==> src/rtl/elevator_scheduler.sv <==
// SCAN elevator scheduler: latches one-hot floor calls, steps the car one floor per
// STEP_CYCLES, and holds the doors for DOOR_CYCLES at each served floor.
module elevator_scheduler #(
    parameter int NFLOORS     = 8,
    parameter int STEP_CYCLES = 4,
    parameter int DOOR_CYCLES = 3
) (
    input  logic               clk,
    input  logic               rst,
    input  logic [NFLOORS-1:0] req,
    output logic [NFLOORS-1:0] cur_floor,
    output logic [NFLOORS-1:0] pending,
    output logic               dir_up,
    output logic               moving,
    output logic               door_open,
    output logic               arrive
);

    localparam int MAXC = (STEP_CYCLES > DOOR_CYCLES) ? STEP_CYCLES : DOOR_CYCLES;
    localparam int TW   = (MAXC > 1) ? $clog2(MAXC) : 1;

    localparam logic [TW-1:0]      STEP_LAST = TW'(STEP_CYCLES - 1);
    localparam logic [TW-1:0]      DOOR_LAST = TW'(DOOR_CYCLES - 1);
    localparam logic [NFLOORS-1:0] LSB       = NFLOORS'(1);

    typedef enum logic [1:0] {
        StIdle,
        StMove,
        StDoor
    } state_t;

    state_t             state_q, state_d;
    logic [NFLOORS-1:0] cur_q, cur_d;
    logic [NFLOORS-1:0] pend_q, pend_d;
    logic               dir_q, dir_d;
    logic               arrive_q, arrive_d;
    logic [TW-1:0]      timer_q, timer_d;

    logic [NFLOORS-1:0] pnext;
    logic [NFLOORS-1:0] above_mask, below_mask;
    logic [NFLOORS-1:0] next_floor;
    logic [NFLOORS-1:0] next_above_mask, next_below_mask;
    logic               here, above, below, ahead, behind, ahead_next;
    logic               step_done, door_done, req_here;

    // For a one-hot floor f: f-1 selects every floor below it, ~((f<<1)-1) every floor above.
    always_comb begin
        pnext           = pend_q | req;
        above_mask      = ~((cur_q << 1) - LSB);
        below_mask      = cur_q - LSB;
        here            = |(pnext & cur_q);
        above           = |(pnext & above_mask);
        below           = |(pnext & below_mask);
        ahead           = dir_q ? above : below;
        behind          = dir_q ? below : above;
        next_floor      = dir_q ? (cur_q << 1) : (cur_q >> 1);
        next_above_mask = ~((next_floor << 1) - LSB);
        next_below_mask = next_floor - LSB;
        ahead_next      = dir_q ? |(pnext & next_above_mask) : |(pnext & next_below_mask);
        step_done       = (timer_q == STEP_LAST);
        door_done       = (timer_q == DOOR_LAST);
        req_here        = |(req & cur_q);
    end

    always_ff @(posedge clk or posedge rst) begin
        if (rst) begin
            state_q  <= StIdle;
            cur_q    <= LSB;
            pend_q   <= '0;
            dir_q    <= 1'b1;
            arrive_q <= 1'b0;
            timer_q  <= '0;
        end else begin
            state_q  <= state_d;
            cur_q    <= cur_d;
            pend_q   <= pend_d;
            dir_q    <= dir_d;
            arrive_q <= arrive_d;
            timer_q  <= timer_d;
        end
    end

    always_comb begin
        state_d  = state_q;
        cur_d    = cur_q;
        pend_d   = pnext;
        dir_d    = dir_q;
        timer_d  = timer_q;
        arrive_d = 1'b0;
        unique case (state_q)
            StIdle: begin
                timer_d = '0;
                if (here) begin
                    state_d = StDoor;
                    pend_d  = pnext & ~cur_q;
                end else if (above && (dir_q || !below)) begin
                    dir_d   = 1'b1;
                    state_d = StMove;
                end else if (below) begin
                    dir_d   = 1'b0;
                    state_d = StMove;
                end
            end
            StMove: begin
                if (step_done) begin
                    timer_d = '0;
                    cur_d   = next_floor;
                    if (|(pnext & next_floor)) begin
                        state_d  = StDoor;
                        arrive_d = 1'b1;
                        pend_d   = pnext & ~next_floor;
                    end else if (!ahead_next) begin
                        state_d = StIdle;
                    end
                end else begin
                    timer_d = timer_q + 1'b1;
                end
            end
            StDoor: begin
                // A call at the open floor is absorbed and simply extends the dwell.
                pend_d = pnext & ~cur_q;
                if (req_here) begin
                    timer_d = '0;
                end else if (door_done) begin
                    timer_d = '0;
                    if (ahead) begin
                        state_d = StMove;
                    end else if (behind) begin
                        dir_d   = ~dir_q;
                        state_d = StMove;
                    end else begin
                        state_d = StIdle;
                    end
                end else begin
                    timer_d = timer_q + 1'b1;
                end
            end
            default: state_d = StIdle;
        endcase
    end

    always_comb begin
        cur_floor = cur_q;
        pending   = pend_q;
        dir_up    = dir_q;
        arrive    = arrive_q;
        moving    = (state_q == StMove);
        door_open = (state_q == StDoor);
    end

    a_no_edge_shift: assert property (@(posedge clk) disable iff (rst)
        (state_q == StMove && step_done) |-> (dir_q ? !cur_q[NFLOORS-1] : !cur_q[0]));

    a_floor_onehot: assert property (@(posedge clk) disable iff (rst) $onehot(cur_q));

    a_door_clear: assert property (@(posedge clk) disable iff (rst)
        (state_q == StDoor) |-> ((pend_q & cur_q) == '0));

endmodule

==> config.mk <==
export PLATFORM = sky130hd
export DESIGN_NAME = elevator_scheduler
export DESIGN_NICKNAME = d
export VERILOG_FILES = /design/src/rtl/elevator_scheduler.sv
export SDC_FILE = /design/constraint.sdc
export NUM_CORES = 1
export LEC_CHECK = 0
export ABC_AREA = 1
export BUFFER_PORTS_ARGS = -buffer_cell sky130_fd_sc_hd__buf_2
export CORE_MARGIN = 10
export CORE_UTILIZATION = 40
export CTS_CLUSTER_SIZE = 20
export DETAILED_ROUTE_END_ITERATION = 10
export PLACE_DENSITY = 0.58
export SLEW_MARGIN = 20
export SYNTH_ARGS = -nofsm -noshare
export SYNTH_HDL_FRONTEND = slang
export SYNTH_SLANG_ARGS = --single-unit
==> constraint.sdc <==
create_clock -name clk -period 2.7 [get_ports clk]
set_clock_uncertainty 0.05 [all_clocks]
set_input_delay 0.54 -clock clk [delete_from_list [all_inputs] [get_ports clk]]
set_output_delay 0.54 -clock clk [all_outputs]
set_load 0.005 [all_outputs]
-- Yosys cells after proc, flatten, opt, wreduce, memory -nomap -nowiden
Index checks and enable logic that the tools add are counted.
- input port bits: 10
- output and inout port bits: 20
- register bits: 22
- logic and storage cells: 89
- mux-type cells: 34
- $add $sub $neg: 5
- equal/unequal tests: 13
- reductions and logical operators: 16
- bitwise gates (word level): 15
- operator list (kind ; number):
    8-bit bitwise AND ; 9
    8-bit OR reduction ; 7
    8-bit 2-to-1 mux ; 4
    8-bit inverter ; 4
    8-bit by 1-bit subtractor with 8-bit output (second input constant) ; 4
    8-bit case mux with 3 select lines ; 1
    2-bit 2-to-1 mux ; 11
    1-bit 2-to-1 mux ; 15
    2-bit case mux with 3 select lines ; 2
    8-bit bitwise OR ; 1
    7-bit AND reduction ; 1
    2-bit == test (second input constant) ; 3
    2-bit by 1-bit != test with 1-bit output (second input constant) ; 3
    2-bit != test (second input constant) ; 3
    5-bit AND reduction ; 1
    4-bit != test (second input constant) ; 1
    3-bit by 2-bit != test with 1-bit output (second input constant) ; 1
    3-bit != test (second input constant) ; 1
    3-bit nonzero test ; 1
    2-bit by 1-bit adder with 2-bit output (second input constant) ; 1
    2-bit by 1-bit == test with 1-bit output (second input constant) ; 1
    2-bit logical NOT ; 1
    1-bit case mux with 2 select lines ; 1
    2-bit AND reduction ; 1
    5 further kinds ; 5

-- Depth between registers and ports, before layout
- depth after elaboration: 10
- mapped depth: 18
- mapped depth without buffers: 17

-- Least setup slack after synthesis
Ideal clock, no wire load.
- path type: reg2reg
- start: register dir_q, in the netlist dir_up
- end: register state_q[0]
- cell stages (with the launch flop): 16
- data required time: 2533 ps
- arrival: 1970 ps
- setup time: 117 ps
- clock period less this slack: 2136 ps
- buffers on the path: 1
- path slack: 564 ps
- path through: dfstp_2 buf_6 nand2_1 nand2_4 ha_1 nand3_1 o21bai_1 nand2_1 nand2_1 nand3_1 nor2_1 nand2_1 nand3_2 nand2_1 nand2_1 nand2_1
- cells in the longest elaborated chain, start to end: 8
- elaborated cells between the ends (all ways): 27
- ends and longest elaborated chain (what ; RTL line ; source):
    start, declared ; 35 ; logic dir_q, dir_d;
    start signal, assigned ; 77 ; dir_q <= dir_d;
    8-bit 2-to-1 mux ; 56 ; next_floor = dir_q ? (cur_q << 1) : (cur_q >> 1);
    8-bit by 1-bit subtractor with 8-bit output ; 57 ; next_above_mask = ~((next_floor << 1) - LSB);
    8-bit inverter ; 57 ;
    8-bit bitwise AND ; 59 ; ahead_next = dir_q ? |(pnext & next_above_mask) : |(pnext & next_below_mask);
    8-bit OR reduction ; 59 ;
    1-bit 2-to-1 mux ; 59 ;
    3-bit by 2-bit != test with 1-bit output (no line) ; -- ;
    5-bit AND reduction (no line) ; -- ;
    end signal, assigned ; 67 ; state_q <= StIdle;
    end signal, assigned ; 74 ; state_q <= state_d;
    end, declared ; 32 ; state_t state_q, state_d;
Parallel ways exist; a longest one is shown, timed or not. The select of a mux whose other input is x is not followed.
A chain may end at the register's enable or synchronous reset.

-- Worst setup path after layout
- start: register cur_q[0], in the netlist cur_floor[0]
- end: register state_q[0]
- cells in the longest elaborated chain, start to end: 10
- elaborated cells between the ends (all ways): 40
- ends and longest elaborated chain (what ; RTL line ; source):
    start, declared ; 33 ; logic [NFLOORS-1:0] cur_q, cur_d;
    start signal, assigned ; 75 ; cur_q <= cur_d;
    8-bit by 1-bit subtractor with 8-bit output ; 49 ; above_mask = ~((cur_q << 1) - LSB);
    8-bit inverter ; 49 ;
    8-bit bitwise AND ; 52 ; above = |(pnext & above_mask);
    8-bit OR reduction ; 52 ;
    1-bit 2-to-1 mux ; 55 ; behind = dir_q ? below : above;
    1-bit 2-to-1 mux ; 128 ; end else if (behind) begin
    1-bit 2-to-1 mux ; 126 ; if (ahead) begin
    2-bit 2-to-1 mux ; 124 ; end else if (door_done) begin
    2-bit 2-to-1 mux ; 122 ; if (req_here) begin
    2-bit case mux with 3 select lines ; 90 ; unique case (state_q)
Parallel ways exist; a longest one is shown, timed or not. The select of a mux whose other input is x is not followed.

==> flow_summary.rst <==
.. list-table::
   :header-rows: 1

   * - Metric
     - Value
   * - Total Die Area
     - around 9000 sq um
   * - Run status
     - finished, final reports clean
   * - Type of origin of the critical path
     - flip-flop
   * - Hold buffer count at CTS
     - 0
   * - Fraction of registers with async set/reset
     - 100%
   * - H-tree depth
     - 1
   * - Area share of the largest cell type after synthesis
     - between 20 and 25%
   * - Worst Hold Class
     - primary input to async pin
   * - Post-Route WL
     - 7320 microns
   * - Pin count of the biggest net entering global routing
     - 23
   * - Most frequent cells in the layout
     - nand2_1 (113), nor2_1 (44), inv_1 (37), o21ai_0 (29), buf_2 (29)
   * - Number of enable flip-flop cells after synthesis
     - 0
   * - WP data required
     - between 2 and 3 ns
   * - Cell chosen for the clock root
     - clkbuf_8
   * - Maximum Capacitance Violations
     - 0
   * - Cell Pwr Density
     - roughly 240 nW/um^2
   * - Post-DRT Antenna Nets
     - 0
   * - Routed wirelength normalized by instance count
     - between 15 and 20 microns
   * - Core region area
     - about 5500 sq um
   * - Antenna Cells
     - 0
   * - Via count of the first global-routing pass
     - about 2300
   * - Synthesis-to-finish area growth
     - 11.9%
   * - GRT met3 Usage
     - 1.74%
   * - Number of antenna violations at the first check in global routing
     - 0
   * - Post-route DRC
     - 0
   * - Final critical-path share of the clock period
     - about 88%
   * - Filler cells
     - about 630
   * - Number of DRC markers in iteration 0
     - 237
   * - CTS Buffer Depth
     - 2
   * - Global routing's busiest layer
     - met2
   * - Number of core rows
     - 27
   * - Leak Pwr
     - approximately 0.0014 uW
   * - Total CTS buffers
     - 3
   * - Synthesized instance count
     - 367
   * - Nets in the synthesized netlist
     - 387
   * - Peak VDD IR
     - 0.000182 V
   * - Aggregate global routing overflow
     - 0
   * - Routed vias/inst
     - 5.23
   * - Endpoints failing setup
     - 0
   * - Distinct cell type count after synthesis
     - 35
   * - Worst slew margin relative to its limit
     - a little under two fifths
   * - Resized cells post-CTS
     - 0
   * - Initial core utilization
     - 41.0%
   * - Count of pins over their slew limit
     - 0
   * - GRT Util Overall
     - ~16%
   * - Die Y-Extent
     - 94.9 microns
   * - Router iterations before antenna repair
     - 5
   * - Most area-consuming cells after synthesis
     - dfrtp_1 (22%), nand2_1 (19%), nor2_1 (7.4%), o21ai_0 (6.5%), nand3_1 (6.2%)
   * - Peak fanout along the critical path
     - 7
   * - Fraction of met1 tracks used by global routing
     - a little over a fifth
   * - Clock sink total
     - 22
   * - WP data arrival
     - 2.50 ns
   * - Warning count from the yosys run
     - 0
   * - Setup repair after global routing missed its margin
     - no
   * - Flip-flop and latch count after synthesis
     - 22
   * - Crit Path Category
     - flip-flop to flip-flop
   * - Met2 track demand over resource
     - between 20% and 30%
   * - Placed wire-length estimate after detailed placement
     - between 5000 and 6000 microns
   * - Hold slack
     - 0.404 ns
   * - Area taken by flip-flops and latches
     - around 550 sq um
   * - Vias
     - 2446
   * - Cell type with the highest aggregate area in the netlist
     - dfrtp_1
   * - Final Hold Viols
     - 0
   * - Leading cell type in the layout, fill and taps excluded
     - nand2_1
   * - Shortest clock period the worst path allows after layout
     - 2.37 ns
   * - Kind of end point of the critical path
     - flip-flop
   * - Post-synthesis instance area
     - ~2200 sq um
   * - Post-synthesis sequential area ratio
     - around a quarter
   * - Most used flip-flop cell after synthesis
     - dfrtp_1
   * - Total negative setup slack
     - 0 ns
   * - Die boundary width
     - about 95 microns
   * - Total area of multi-input combinational cells
     - between 1000 and 1500 sq um
   * - RD Place Congestion
     - 0.987
   * - Fraction of layout cells with a size suffix above 1
     - between 10% and 20%
   * - Clock network latency to the later pin of the worst-skew pair
     - ~0.28 ns
   * - Maximum clock rate
     - 0.422 GHz
   * - Syn avg cell area
     - ~6.1 sq um
   * - # Post-CTS Setup Buffers
     - 0
   * - Number of nets in the layout
     - around 420
   * - Count of input and output buffers
     - 29
   * - TritonCTS clock tree
     - done
   * - Wire length of the first global-routing pass
     - 11800 microns
   * - Slew at the pin with the worst max-slew slack
     - roughly 0.95 ns
   * - I/O pin count
     - 30
   * - Register clock-pin slew on the reported worst setup and hold paths
     - approximately 0.1 ns
-- logic make-up (layout without fill, tap and decap cells) --
logic type	Yosys count	count (layout)	share of synthesized area (%)
adder cells (fa/ha/maj)	10	10	5.57
flip-flops	22	22	24.6
buffers and inverters	56	85	10.7
AND/OR/NAND/NOR	217	217	43.6
AO/OA/AOI/OAI	60	60	14.7
XOR/XNOR	2	2	0.781
-- critical path: stages (launching register included) --
cell     delay, ns
dfstp_2       0.61
inv_1         0.16
nand2_1       0.14
nand2_4       0.09
ha_1          0.28
nand3_1       0.17
nor2_1        0.06
nand2_1       0.08
nand2_1       0.08
nand2_1       0.06
nand3_1       0.07
nor2_1        0.11
nand2_1       0.07
nand3_2       0.06
nand2_1       0.07
nand2_1       0.06
nand2_1       0.05
-- layer usage --
| metal | share of wire (%) | wire length [microns] |
|---|---|---|
| met3 | 6.0 | 443 |
| met1 | 45 | 3270 |
| met2 | 48 | 3480 |
| met5 | 0 | 0 |
| met4 | 1.8 | 131 |
-- state kept, by name, summed over array words and instances, names as in the netlist --
name       flops
dir_up         1
timer_q        2
arrive         1
pending        8
cur_floor      8
state_q        2
-- report_power, final --
group	internal, uW	leakage (uW)	switching [uW]
Combinational	5.07	0.00110	10.7
Sequential	329	0.000254	0.000000000000155
Clock	131	0.0000288	132
Total	465	0.00138	143
-- stage by stage --
| step | total power [uW] | cell area (sq um) | instances | utilization (%) | setup slack (ns) |
|---|---|---|---|---|---|
| floorplan | 342 | 2240 | 367 | - | 0.564 |
| detailed placement | 352 | 2460 | 464 | 44.9 | 0.365 |
| global placement | 352 | 2460 | 464 | 44.9 | 0.352 |
| CTS | 608 | 2510 | 468 | 45.9 | 0.353 |
| finish | 608 | 2510 | 468 | 45.9 | 0.329 |
| global route | 622 | 2510 | 468 | 45.9 | 0.103 |
-- cell type report --
type | count | area share (%)
Timing Repair Buffer | 35 | 7.57
Inverter | 46 | 6.87
Clock buffer | 4 | 2.19
Tap cell | 72 | 3.59
Sequential cell | 22 | 22.0
Multi-Input combinational cell | 289 | 57.8
-- final timing paths --
kind                       cells past startpoint          from  slack, ns           end
setup / recovery                              16  cur_floor[0]       0.33    state_q[0]
max in group asynchronous                      2           rst       1.61  cur_floor[4]
min in group clk                               2    state_q[1]       0.50    state_q[1]
hold reg to reg                                2    state_q[1]       0.50    state_q[1]
setup reg to reg                              16  cur_floor[0]       0.33    state_q[0]
hold / removal                                 2           rst       0.40        arrive
-- synth_stat cells, drive strengths merged (2+ instances only) --
cell type / instances
nand2: 126
nor2: 50
inv: 44
nand3: 32
o21ai: 31
a21oi: 24
dfrtp: 20
ha: 10
buf: 7
nand4: 5
clkbuf: 3
clkinv: 2
dfstp: 2
nor3: 2
No activity file was read; power rests on OpenSTA's default activity.
